[config.mk]
export PLATFORM = sky130hd
export DESIGN_NAME = bitwise_operations
export DESIGN_NICKNAME = d
export VERILOG_FILES = /design/src/rtl/bitwise_pkg.sv /design/src/rtl/bitwise_logic_core.sv /design/src/rtl/bitwise_operations.sv
export SDC_FILE = /design/constraint.sdc
export NUM_CORES = 1
export LEC_CHECK = 0
export ABC_AREA = 1
export BUFFER_PORTS_ARGS = -buffer_cell sky130_fd_sc_hd__buf_4
export CAP_MARGIN = 30
export CELL_PAD_IN_SITES_DETAIL_PLACEMENT = 1
export CELL_PAD_IN_SITES_GLOBAL_PLACEMENT = 2
export CORE_MARGIN = 10
export CORE_UTILIZATION = 28
export CTS_CLUSTER_DIAMETER = 200
export DETAILED_ROUTE_END_ITERATION = 8
export PLACE_DENSITY_LB_ADDON = 0.1
export SLEW_MARGIN = 40
export SYNTH_ARGS = -nofsm -noshare
export SYNTH_HDL_FRONTEND = slang
export SYNTH_HIERARCHICAL = 1
export SYNTH_SLANG_ARGS = --single-unit
[constraint.sdc]
create_clock -name clk -period 0.93 [get_ports clk]
set_input_delay 0 -clock clk [delete_from_list [all_inputs] [get_ports clk]]
set_output_delay 0 -clock clk [all_outputs]
set_load 0.02 [all_outputs]
[src/rtl/bitwise_pkg.sv]
// rtl/bitwise_pkg.sv - shared opcode enum and default width for the bitwise logic unit
package bitwise_pkg;

  typedef enum logic [1:0] {
    OP_AND = 2'd0,
    OP_OR  = 2'd1,
    OP_XOR = 2'd2,
    OP_NOR = 2'd3
  } bw_op_t;

  localparam int DEFAULT_WIDTH = 7;

endpackage

[src/rtl/bitwise_logic_core.sv]
// rtl/bitwise_logic_core.sv - combinational AND/OR/XOR/NOR selected by opcode
module bitwise_logic_core
  import bitwise_pkg::*;
#(
  parameter int WIDTH = DEFAULT_WIDTH
) (
  input  bw_op_t           op_i,
  input  logic [WIDTH-1:0] a_i,
  input  logic [WIDTH-1:0] b_i,
  output logic [WIDTH-1:0] result_o
);

  always_comb begin
    result_o = '0;
    case (op_i)
      OP_AND:  result_o = a_i & b_i;
      OP_OR:   result_o = a_i | b_i;
      OP_XOR:  result_o = a_i ^ b_i;
      OP_NOR:  result_o = ~(a_i | b_i);
      // Unknown opcodes in simulation load zero rather than propagating X.
      default: result_o = '0;
    endcase
  end

endmodule

[src/rtl/bitwise_operations.sv]
// rtl/bitwise_operations.sv - registered bitwise logic unit, one-cycle latency
module bitwise_operations
  import bitwise_pkg::*;
#(
  parameter int WIDTH = DEFAULT_WIDTH
) (
  input  logic             clk,
  input  logic             rst_n,
  input  logic [1:0]       op,
  input  logic [WIDTH-1:0] a,
  input  logic [WIDTH-1:0] b,
  output logic [WIDTH-1:0] q
);

  logic [WIDTH-1:0] q_d;
  logic [WIDTH-1:0] q_q;

  bitwise_logic_core #(
    .WIDTH(WIDTH)
  ) u_core (
    .op_i    (bw_op_t'(op)),
    .a_i     (a),
    .b_i     (b),
    .result_o(q_d)
  );

  always_ff @(posedge clk or negedge rst_n) begin
    if (!rst_n) begin
      q_q <= '0;
    end else begin
      q_q <= q_d;
    end
  end

  assign q = q_q;

endmodule

Word level (Yosys, flattened, before mapping)

Index checks and enable logic that the tools add are counted.

Bits in registers: 7
Input port bits: 18
Output and inout bits: 7

Reduce and logical (&&, ||, !) cells: 1
Eq/ne operators: 3
Mux-type cells: 1
Bitwise operators: 4

Operator list:

| cell               | count |
|---|---|
| $pmux 7 s4         | 1 |
| $and 7x7->7        | 1 |
| $not 7->7          | 1 |
| $or 7x7->7         | 1 |
| $xor 7x7->7        | 1 |
| $eq 2x2->1 const B | 2 |
| $eq 2x1->1 const B | 1 |
| $logic_not 2->1    | 1 |

Logic depth before layout (Yosys ltp)

Depth in word-level cells: 3
Gate-level depth with buffers: 5
Gate-level depth less buffers: 5

By module

Netlist, hierarchy kept.

By module, submodules not included:

| module             | cells each | area each (µm²) | times used |
|---|---|---|---|
| bitwise_logic_core | 76         | 505.5           | 1 |
| bitwise_operations | 7          | 175.2           | 1 |

Worst setup path before layout

No wires, ideal clock.

Path type: in2reg
Start: input port a[1]
End: register q_q[1], in the netlist q[1]
Data arrival time: 442 ps
Path slack: 358 ps
Stages: 4
Buffers on the path: 0
Path through: inv_1 -> ha_1 -> nand3_1 -> nand4_1

Cells in the longest elaborated chain, start to end: 3
Elaborated cells on any way between the ends: 5
Those cells by class: 1 x mux; 4 x bitwise

RTL lines:

| item                   | RTL line                                           | text |
|---|---|---|
| start: declaration     | bitwise_operations.sv:10                           | `input logic [WIDTH-1:0] a,` |
| $or 7x7->7             | bitwise_logic_core.sv:17, bitwise_logic_core.sv:19 |  |
| $not 7->7              | bitwise_logic_core.sv:19                           | `OP_NOR: result_o = ~(a_i \| b_i);` |
| $pmux 7 s4 (*)         | bitwise_logic_core.sv:15                           | `case (op_i)` |
| via q_d[1]             | bitwise_operations.sv:15                           | `logic [WIDTH-1:0] q_d;` |
| end signal: assignment | bitwise_operations.sv:31                           | `q_q <= q_d;` |
| end: declaration       | bitwise_operations.sv:16                           | `logic [WIDTH-1:0] q_q;` |

The timed path passes the listed nets; every way through them passes the cells marked *.

Final worst setup path

Start: register q_q[4], in the netlist q[4]
End: output port q[4]

RTL lines:

| item             | RTL line                 | text |
|---|---|---|
| end: declaration | bitwise_operations.sv:12 | `output logic [WIDTH-1:0] q` |

No word-level cell between the ends.

==> run metrics <==
Total Wirelength 1680 um; GRT Resource Usage Total 7.38%; nature of the critical path endpoint output port; vias in the first global route 664; Die Span X 69.3 um; synth top area cells dfrtp_1, ha_1, inv_1; Die Y 69.3 um; TritonCTS clock tree built; Max Clk Rate 1300 MHz; crit path kind flip-flop to output port; post-synthesis sequential area ratio 25.7%; Static Leakage 0.000503 uW; FFs w/ async S/R, synth 100%; pwr dens 1060 mW/mm2; area delta synth->final 30.7%; Post-Synth XOR/XNOR Area 0%; Row Count 17; CP Depth 1; Post-Syn Instances 83; Overflow after GRT 0; EDFF count, synth 0; total die area between 0.004 and 0.005 mm2; DR pass1 iterations 2; largest net degree at the start of global routing 17; I/O pins 25; CTS sink cnt 7; synth cell count leaders inv_1, ha_1, nand2_1, nand3_1; htree depth 1; CTS buffer count 3; DRT iter0 DRCs 16; Worst-path clk slew 0.06 ns; core box area roughly 0.0023 mm2; adder-cell area share of the yosys netlist about a quarter; post-synthesis mux area share 0%; Initial Util a little under a third; fin. max-slew vios 0; detailed-placement wirelength estimate ~1400 um; relative slew slack 85.3%; Critical Path Start Type flip-flop; share of cells above drive strength 1 between 20 and 30%; largest family of logic cells by synthesized area simple AND/OR/NAND/NOR gates; Ant. Diodes 0; Worst EP arrival a little under 0.8 ns; # Post-CTS Setup Buffers 0; library cells used by synthesis 11; DRC Markers 0; CP required between 0.9 and 1 ns; Vias between 600 and 700; root buf cell clkbuf_4; CP Max Fanout 1; GPL Wtd Cong roughly 0.66; Syn Nets 115; worst vdd ir 0.452 mV; Final nets approximately 140; predominant post-synthesis flop cell dfrtp_1; CTS Buffer Depth 2; Bufs and invs on worst path 1; yosys warns 6; setup TNS 0 ns; Post-Syn Area per Cell 8.20 um2; Synth area leader dfrtp_1; initial antenna violation count 0; cell with the most instances after synthesis inv_1; Vias per Instance 4.55; first-pass GRT wire length a little under 3000 um; max-cap violations 0; Period minus WS final a little under 0.8 ns; worst slew pin tran 0.220 ns; IO Port Bufs 24; worst hold margin 0.0937 ns; Synth top area share approximately a quarter; crit-path cells buf_4; Place WS 0.186 ns; Synth Area in Simple Gates 29.0%; Final Setup Violations 0; unrepaired setup endpoints after global routing false; Post-DRT Antenna Nets 0; Final Hold Fails 0; synthesized area between 600 and 700 um2; Worst path slowest cell dfrtp_1; Synth Area in Compound Gates 0%; max reg flops 7; Hold Crit Class input pin to asynchronous set/reset pin; fin crit share 82.9%; status completed; # resized after CTS 0; worst stage delay on the critical path 0.36 ns; fin worst setup slack 0.159 ns; family with the most delay on the worst path flip-flops; wire length per cell 12.3 um; Yosys reg bits 7
layer usage:
metal | share of wire (%) | track usage (%) | up-vias
met5 | 0 | 0 | -
met4 | 0.24 | 2.66 | 0
met3 | 4.2 | 2.57 | 2
met2 | 49 | 12.0 | 15
met1 | 46 | 8.65 | 290
li1 | - | - | 316
stage by stage:
step	instance area, um2	utilization [%]	std cells	power (uW)
floorplan	681	-	83	537
global placement	853	37.8	132	671
detailed placement	853	37.8	132	679
CTS	890	39.5	137	976
global route	890	39.5	137	1030
finish	890	39.5	137	946
kinds of logic after synthesis:
| logic type | count (synthesis) |
|---|---|
| flip-flops | 7 |
| AND/OR/NAND/NOR | 37 |
| buffers and inverters | 25 |
| adder cells (fa/ha/maj) | 14 |
worst max-delay path by stage:
stage | end | slack [ns] | start
final | q[4] | 0.16 | q[4]
after global routing | q[4] | 0.12 | q[4]
after CTS | q[4] | 0.14 | q[4]
after detailed placement | q[1] | 0.19 | a[1]
after global placement | q[1] | 0.21 | a[1]
after floorplan | q[1] | 0.36 | a[1]
layout make-up:
type                    count  area (um2)
repair buffers             25         190
flip-flops and latches      7         175
multi-input cells          51         373
fillers                   300        1370
inverters                  22        90.1
clock buffers               4        26.3
well taps                  28        35.0
cells in the final DEF, fill, tap and decap left out, drive strengths merged:
master	instances
nand3	14
ha	14
dlygate4sd3	1
nor2	2
clkbuf	4
nand4	7
nand2	14
dfrtp	7
inv	22
buf	24
power by group:
group | internal [uW] | switching, uW
registers | 338 | 9.64
logic | 145 | 174
clock network | 164 | 116
timing repair:
action | 4_1_cts | 5_1_grt
setup endpoints to repair | 0 | 0
hold buffers | 1 | 0
hold endpoints to repair | 7 | 0
Power figures use the tool's default switching activity.
